**src/rtl/cpu_pkg.sv**
```systemverilog
`default_nettype none
// ============================================================================
// Module   : cpu_pkg
// Purpose  : Shared CPU widths and the write-back entry record used by the
//            write-back arbiter buffer and the forwarding logic.
// Revision : 1.0 - initial release
// ============================================================================
package cpu_pkg;

    localparam int DATA_W = 32;
    localparam int ADDR_W = 5;

    // "reg" is a keyword, so the destination field is named regAddr.
    typedef struct packed {
        logic              valid;
        logic              killed;
        logic [ADDR_W-1:0] regAddr;
        logic [DATA_W-1:0] data;
    } wb_entry_t;

    function automatic wb_entry_t makeEntry(input logic [ADDR_W-1:0] regAddr,
                                            input logic [DATA_W-1:0] data);
        wb_entry_t e;
        e.valid   = 1'b1;
        e.killed  = 1'b0;
        e.regAddr = regAddr;
        e.data    = data;
        return e;
    endfunction

endpackage
`default_nettype wire

```
**src/rtl/wb_arbiter_if.sv**
```systemverilog
`default_nettype none
// ============================================================================
// Module   : wb_arbiter_if
// Purpose  : Pipeline / long-latency unit / register-file write bundle
//            around the write-back arbiter.
// Revision : 1.0 - initial release
// ============================================================================
interface wb_arbiter_if #(
    parameter int DATA_W = cpu_pkg::DATA_W,
    parameter int ADDR_W = cpu_pkg::ADDR_W,
    parameter int DEPTH  = 2
) ();
    localparam int c_CNT_W = $clog2(DEPTH + 1);

    logic              pipe_wr_en;
    logic [ADDR_W-1:0] pipe_wr_reg;
    logic [DATA_W-1:0] pipe_wr_data;

    logic              lu_valid;
    logic              lu_ready;
    logic [ADDR_W-1:0] lu_wr_reg;
    logic [DATA_W-1:0] lu_wr_data;

    logic              regWrite;
    logic [ADDR_W-1:0] writeReg;
    logic [DATA_W-1:0] writeData;
    logic [c_CNT_W-1:0] buf_count;

    modport master (
        output pipe_wr_en, pipe_wr_reg, pipe_wr_data,
        output lu_valid, lu_wr_reg, lu_wr_data,
        input  lu_ready,
        input  regWrite, writeReg, writeData, buf_count
    );

    modport slave (
        input  pipe_wr_en, pipe_wr_reg, pipe_wr_data,
        input  lu_valid, lu_wr_reg, lu_wr_data,
        output lu_ready,
        output regWrite, writeReg, writeData, buf_count
    );

endinterface
`default_nettype wire

```
**src/rtl/wb_buffer.sv**
```systemverilog
`default_nettype none
// ============================================================================
// Module   : wb_buffer
// Purpose  : Circular FIFO of long-latency write-back entries with a
//            kill-by-register port that marks every matching entry.
// Revision : 1.0 - initial release
// ============================================================================
module wb_buffer
    import cpu_pkg::*;
#(
    parameter  int DEPTH   = 2,
    localparam int c_CNT_W = $clog2(DEPTH + 1),
    localparam int c_PTR_W = (DEPTH > 1) ? $clog2(DEPTH) : 1
) (
    input  wire logic               clk,
    input  wire logic               rst,
    input  wire logic               i_push,
    input  wire logic [ADDR_W-1:0]  i_pushReg,
    input  wire logic [DATA_W-1:0]  i_pushData,
    input  wire logic               i_pop,
    input  wire logic               i_killEn,
    input  wire logic [ADDR_W-1:0]  i_killReg,
    output wb_entry_t               o_head,
    output logic [c_CNT_W-1:0]      o_count
);

    wb_entry_t          r_entries [DEPTH];
    logic [c_PTR_W-1:0] r_rdPtr;
    logic [c_PTR_W-1:0] r_wrPtr;
    logic [c_CNT_W-1:0] r_count;

    function automatic logic [c_PTR_W-1:0] nextPtr(input logic [c_PTR_W-1:0] p);
        return (p == c_PTR_W'(DEPTH - 1)) ? '0 : p + 1'b1;
    endfunction

    // Later assignments win: a popped slot is invalidated after any kill
    // mark, and the caller never pushes into a full buffer.
    always_ff @(posedge clk) begin
        if (rst) begin
            r_rdPtr <= '0;
            r_wrPtr <= '0;
            r_count <= '0;
            for (int i = 0; i < DEPTH; i++) begin
                r_entries[i] <= '0;
            end
        end else begin
            for (int i = 0; i < DEPTH; i++) begin
                if (i_killEn && r_entries[i].valid && (r_entries[i].regAddr == i_killReg)) begin
                    r_entries[i].killed <= 1'b1;
                end
                if (i_pop && (c_PTR_W'(i) == r_rdPtr)) begin
                    r_entries[i].valid <= 1'b0;
                end
                if (i_push && (c_PTR_W'(i) == r_wrPtr)) begin
                    r_entries[i] <= makeEntry(i_pushReg, i_pushData);
                end
            end
            if (i_pop) begin
                r_rdPtr <= nextPtr(r_rdPtr);
            end
            if (i_push) begin
                r_wrPtr <= nextPtr(r_wrPtr);
            end
            r_count <= r_count + c_CNT_W'(i_push) - c_CNT_W'(i_pop);
        end
    end

    assign o_head  = r_entries[r_rdPtr];
    assign o_count = r_count;

endmodule
`default_nettype wire

```
**src/rtl/wb_arbiter.sv**
```systemverilog
`default_nettype none
// ============================================================================
// Module   : wb_arbiter
// Purpose  : Single-port register-file write-back arbiter: pipeline first,
//            then buffered long-latency results, then direct bypass.
// Revision : 1.0 - initial release
// ============================================================================
module wb_arbiter #(
    parameter  int DATA_W  = cpu_pkg::DATA_W,
    parameter  int ADDR_W  = cpu_pkg::ADDR_W,
    parameter  int DEPTH   = 2,
    localparam int c_CNT_W = $clog2(DEPTH + 1)
) (
    input  wire logic   clk,
    input  wire logic   rst,
    wb_arbiter_if.slave bus
);

    cpu_pkg::wb_entry_t w_head;
    logic [c_CNT_W-1:0] w_count;

    logic               w_luAccept;
    logic               w_pipeWin;
    logic               w_bufBusy;
    logic               w_pop;
    logic               w_luLive;
    logic               w_bypass;
    logic               w_push;
    logic               w_wrEn;
    logic [ADDR_W-1:0]  w_wrReg;
    logic [DATA_W-1:0]  w_wrData;

    logic               r_regWrite;
    logic [ADDR_W-1:0]  r_writeReg;
    logic [DATA_W-1:0]  r_writeData;

    // Readiness looks only at registered occupancy, never at a same-cycle pop.
    assign bus.lu_ready = !rst && (w_count < c_CNT_W'(DEPTH));

    assign w_luAccept = bus.lu_valid && bus.lu_ready;
    assign w_pipeWin  = bus.pipe_wr_en && (bus.pipe_wr_reg != '0);
    assign w_bufBusy  = (w_count != '0);
    assign w_pop      = !w_pipeWin && w_bufBusy;

    // A pipeline write to the same register is younger, so the LU result dies.
    assign w_luLive = w_luAccept && (bus.lu_wr_reg != '0)
                      && !(w_pipeWin && (bus.lu_wr_reg == bus.pipe_wr_reg));
    assign w_bypass = w_luLive && !w_pipeWin && !w_bufBusy;
    assign w_push   = w_luLive && !w_bypass;

    always_comb begin
        w_wrEn   = 1'b0;
        w_wrReg  = r_writeReg;
        w_wrData = r_writeData;
        if (w_pipeWin) begin
            w_wrEn   = 1'b1;
            w_wrReg  = bus.pipe_wr_reg;
            w_wrData = bus.pipe_wr_data;
        end else if (w_bufBusy) begin
            w_wrEn   = w_head.valid && !w_head.killed;
            w_wrReg  = w_head.regAddr;
            w_wrData = w_head.data;
        end else if (w_bypass) begin
            w_wrEn   = 1'b1;
            w_wrReg  = bus.lu_wr_reg;
            w_wrData = bus.lu_wr_data;
        end
    end

    wb_buffer #(
        .DEPTH (DEPTH)
    ) u_buffer (
        .clk        (clk),
        .rst        (rst),
        .i_push     (w_push),
        .i_pushReg  (bus.lu_wr_reg),
        .i_pushData (bus.lu_wr_data),
        .i_pop      (w_pop),
        .i_killEn   (w_pipeWin),
        .i_killReg  (bus.pipe_wr_reg),
        .o_head     (w_head),
        .o_count    (w_count)
    );

    always_ff @(posedge clk) begin
        if (rst) begin
            r_regWrite  <= 1'b0;
            r_writeReg  <= '0;
            r_writeData <= '0;
        end else begin
            r_regWrite <= w_wrEn;
            if (w_wrEn) begin
                r_writeReg  <= w_wrReg;
                r_writeData <= w_wrData;
            end
        end
    end

    assign bus.regWrite  = r_regWrite;
    assign bus.writeReg  = r_writeReg;
    assign bus.writeData = r_writeData;
    assign bus.buf_count = w_count;

endmodule
`default_nettype wire
```
**src/flat_wrapper.sv**
```systemverilog
// flat-port wrapper written by rule: the top's interface ports become plain ports
module wb_arbiter_flat 
#(
    parameter  int DATA_W  = cpu_pkg::DATA_W,
    parameter  int ADDR_W  = cpu_pkg::ADDR_W,
    parameter  int DEPTH   = 2,
    localparam int c_CNT_W = $clog2(DEPTH + 1)
)
  (clk, rst, bus_pipe_wr_en, bus_pipe_wr_reg, bus_pipe_wr_data, bus_lu_valid, bus_lu_wr_reg, bus_lu_wr_data, bus_lu_ready, bus_regWrite, bus_writeReg, bus_writeData, bus_buf_count);
  wb_arbiter_if #(.DATA_W(DATA_W), .ADDR_W(ADDR_W), .DEPTH(DEPTH)) bus_i ();
  input  wire logic clk;
  input  wire logic rst;
  input wire logic [$bits(bus_i.pipe_wr_en)-1:0] bus_pipe_wr_en;
  input wire logic [$bits(bus_i.pipe_wr_reg)-1:0] bus_pipe_wr_reg;
  input wire logic [$bits(bus_i.pipe_wr_data)-1:0] bus_pipe_wr_data;
  input wire logic [$bits(bus_i.lu_valid)-1:0] bus_lu_valid;
  input wire logic [$bits(bus_i.lu_wr_reg)-1:0] bus_lu_wr_reg;
  input wire logic [$bits(bus_i.lu_wr_data)-1:0] bus_lu_wr_data;
  output wire logic [$bits(bus_i.lu_ready)-1:0] bus_lu_ready;
  output wire logic [$bits(bus_i.regWrite)-1:0] bus_regWrite;
  output wire logic [$bits(bus_i.writeReg)-1:0] bus_writeReg;
  output wire logic [$bits(bus_i.writeData)-1:0] bus_writeData;
  output wire logic [$bits(bus_i.buf_count)-1:0] bus_buf_count;
  assign bus_i.pipe_wr_en = bus_pipe_wr_en;
  assign bus_i.pipe_wr_reg = bus_pipe_wr_reg;
  assign bus_i.pipe_wr_data = bus_pipe_wr_data;
  assign bus_i.lu_valid = bus_lu_valid;
  assign bus_i.lu_wr_reg = bus_lu_wr_reg;
  assign bus_i.lu_wr_data = bus_lu_wr_data;
  assign bus_lu_ready = bus_i.lu_ready;
  assign bus_regWrite = bus_i.regWrite;
  assign bus_writeReg = bus_i.writeReg;
  assign bus_writeData = bus_i.writeData;
  assign bus_buf_count = bus_i.buf_count;
  wb_arbiter #(.DATA_W(DATA_W), .ADDR_W(ADDR_W), .DEPTH(DEPTH)) u_core (.clk(clk), .rst(rst), .bus(bus_i));
endmodule
```
**config.mk**
```make
export PLATFORM = sky130hd
export DESIGN_NAME = wb_arbiter_flat
export DESIGN_NICKNAME = d
export VERILOG_FILES = /design/src/rtl/cpu_pkg.sv /design/src/rtl/wb_arbiter_if.sv /design/src/rtl/wb_buffer.sv /design/src/rtl/wb_arbiter.sv /design/src/flat_wrapper.sv
export SDC_FILE = /design/constraint.sdc
export NUM_CORES = 1
export LEC_CHECK = 0
export ABC_AREA = 1
export CORE_MARGIN = 1.5
export CORE_UTILIZATION = 45
export CTS_CLUSTER_DIAMETER = 150
export DETAILED_ROUTE_END_ITERATION = 10
export GPL_ROUTABILITY_DRIVEN = 0
export GPL_TIMING_DRIVEN = 0
export HOLD_SLACK_MARGIN = 0.08
export MAX_ROUTING_LAYER = met4
export PLACE_DENSITY = 0.71
export SLEW_MARGIN = 40
export SYNTH_ARGS = -nofsm -noshare
export SYNTH_HDL_FRONTEND = slang
export SYNTH_SLANG_ARGS = --single-unit
```
**constraint.sdc**
```tcl
create_clock -name clk -period 7.2 [get_ports clk]
set_input_delay 1.44 -clock clk [delete_from_list [all_inputs] [get_ports clk]]
set_output_delay 1.44 -clock clk [all_outputs]
set_load 0.1 [all_outputs]
```
==> results.md <==
- Vias per cell: 4.86
- Final Slew Violations: 0
- IO Port Bufs: 117
- Clock buffer count from CTS: 17
- Post-DP HPWL: 10600 um
- Post-cts repair resize count: 0
- Total number of vias: 5277
- CP arrival: 4.00 ns
- Setup TNS: 0 ns
- EDFF count, synth: 77
- Critical Path End Type: register
- Min setup slack post-route: 3.38 ns
- Share of cells above drive strength 1: 17.6%
- DP Worst Slack: 3.00 ns
- Final Hold Fails: 0
- Worst-Skew Late Latency: 0.41 ns
- Synth area leaders: edfxtp_1 (37%), dfxtp_1 (14%), nand2_1 (9.9%)
- Clock Pin Slew Worst Setup and Hold Paths: 0.05 ns
- Leak: 3.65 nW
- Final setup skew: 0.00756 ns
- Antenna violations before repair: 0
- Syn_nets: 843
- Root Buffer: clkbuf_16
- Netlist cell types: 33
- Drt total wl: 15500 um
- CP max stage cell: clkdlybuf4s50_1
- Drt wl/cell: 14.3 um
- Synth warn: 0
- Largest net degree at the start of global routing: 39
- Detailed-route DRC error count: 0
- Setup violations, final: 0
- Critical path cell sequence: clkdlybuf4s50_1 > nor2_1 > nand3_2 > nand2_4 > clkbuf_1 > nand2_1 > inv_1 > ha_1 > inv_1 > nor2_1 > nor2_1 > nand3_4 > buf_6 > nand2_1 > inv_1
- Ys flop type: edfxtp_1
- RSZ-0062 raised after global routing: no
- Worst Hold Class: register to register
- Seq/Total Area, Yosys: 51.8%
- Overall routing resource usage: 23.2%
- Synth top area share: 37.5%
- Fraction of registers with async set/reset: 0%
- Die Span X: 120 um
- Max VDD drop: 0.000269 V
- TritonRoute pass-1 iters: 5
- Critical-path maximum fanout: 10
- Avg Cell Area, Syn: 8.11 sq um
- Power per cell area: 383 nW/um^2
- Family with the most delay on the worst path: buffers and inverters
- Setup Fix Bufs, Post-CTS: 0
- Grt ovf: 0
- Crit path largest cell delay: 0.63 ns
- CP startpoint kind: primary input
- Outcome: completed
- Most common library cells after synthesis: nand2_1 (163), o21ai_0 (108), nor2_1 (104)
- Max clock buf depth: 2
- I/O pin count: 119
- Tmin final: 3.82 ns
- Slew headroom: 61.8%
- Synth area leader: edfxtp_1
- WP buf/inv: 6
- Core ar.: 13300 sq um
- N_diodes: 0
- Die footprint: 14400 sq um
- H-Tree Depth: 4
- Mapped cell area: 6170 sq um
- NumNets Final: 979
- Register bit total from synthesis: 121
- Number of max-cap violations: 0
- Num rows: 42
- Initial DRC count: 398
- Cells after synthesis: 761
- Max Freq: 261 MHz
- Die Ht: 120 um
- Slew @ Worst Pin: 0.573 ns
- WP data required: 7.37 ns
- CTS tree: built
- First-pass GRT wire length: 24800 um
- Top-count cell post-synth: nand2_1
- DRT antenna net count: 0
- Hold Buf Count CTS: 0
- Number of global-route vias before repair: 4919
- Syn-to-layout area delta: 28.7%
- Initial core utilization: 46.4%
- Worst Setup Path Type: primary input to register
- Clock Sinks: 121
- Final worst path period share: 53.1%
==> cells in the final DEF (no fill, tap or decap), drive strengths merged <==
cell type      count
nand2            174
nor2             133
o21ai            116
inv              105
edfxtp            77
clkdlybuf4s50     76
buf               65
dfxtp             44
nand3             43
clkbuf            40
clkinv             9
o211ai             6
xor2               5
ha                 4
a21oi              4
nor3               2
bufinv             2
xnor2              1
nand4              1
nor3b              1
o22ai              1
nand3b             1
==> flip-flops by register name, indices dropped and copies added, names as in the netlist, named ones only <==
name	cells
u_core.bus.writeReg	5
u_core.bus.writeData	32
u_core.u_buffer.r_entries	78
u_core.u_buffer.r_rdPtr	1
u_core.u_buffer.o_count	2
u_core.bus.regWrite	1
u_core.u_buffer.r_wrPtr	1
==> area by class of cell <==
class / instances / area [sq um]
Timing Repair Buffer: 117 / 966
Clock buffer: 21 / 470
Fill cell: 1205 / 5350
Multi-Input combinational cell: 492 / 2340
Clock inverter: 11 / 101
Sequential cell: 121 / 3190
Buffer: 43 / 250
Tap cell: 176 / 220
Inverter: 105 / 397
==> tightest hold or removal path, cell delays in order (launching register included) <==
cell	delay (ns)
dfxtp_1	0.31
o21ai_1	0.06
nor2_1	0.08
==> layer usage <==
| metal | vias up | GRT usage, % | part of all wire (%) |
|---|---|---|---|
| met5 | - | - | 0 |
| met4 | 0 | 8.63 | 1.3 |
| met3 | 17 | 4.66 | 7.0 |
| met2 | 180 | 36.7 | 46 |
| met1 | 2378 | 29.7 | 45 |
| li1 | 2702 | - | - |
==> report_power, final <==
part / switching, W / total (W) / leakage [nW] / internal, W
clock: 0.000291 / 0.000819 / 0.289 / 0.000528
combinational: 0.000988 / 0.00129 / 2.20 / 0.000305
sequential: 0.0000504 / 0.000932 / 1.17 / 0.000882
==> kinds of logic (layout without fill, tap and decap cells) <==
logic type / count (synthesis) / count (layout) / share of synthesized area, %
AND/OR/NAND/NOR: 355 / 355 / 25.4
AO/OA/AOI/OAI: 127 / 127 / 10.7
adder cells (fa/ha/maj): 4 / 4 / 0.811
XOR/XNOR: 6 / 6 / 0.852
flip-flops: 121 / 121 / 51.8
buffers and inverters: 148 / 297 / 10.5
==> final timing paths <==
| kind | from | endpoint | slack (ns) | cells past startpoint |
|---|---|---|---|---|
| worst max register to register | u_core.u_buffer.o_count[1] | u_core.u_buffer.r_entries[0][36] | 4.44 | 14 |
| worst max-delay path | bus_pipe_wr_reg[1] | u_core.u_buffer.r_entries[0][36] | 3.38 | 15 |
| worst min register to register | u_core.bus.writeData[30] | u_core.bus.writeData[30] | 0.49 | 2 |
| worst min-delay path | u_core.bus.writeData[30] | u_core.bus.writeData[30] | 0.49 | 2 |
==> per-stage QoR <==
stage	hold WS [ns]	total power (W)	util (%)	instance area [sq um]	instances
floorplan	0.465	0.00192	-	6170	761
global placement	0.482	0.00228	56.9	7560	1054
detailed placement	0.481	0.00223	55.4	7370	1054
CTS	0.501	0.00306	59.7	7940	1086
global route	0.520	0.00320	59.7	7940	1086
finish	0.490	0.00304	59.7	7940	1086
No activity file was read; power rests on OpenSTA's default activity.
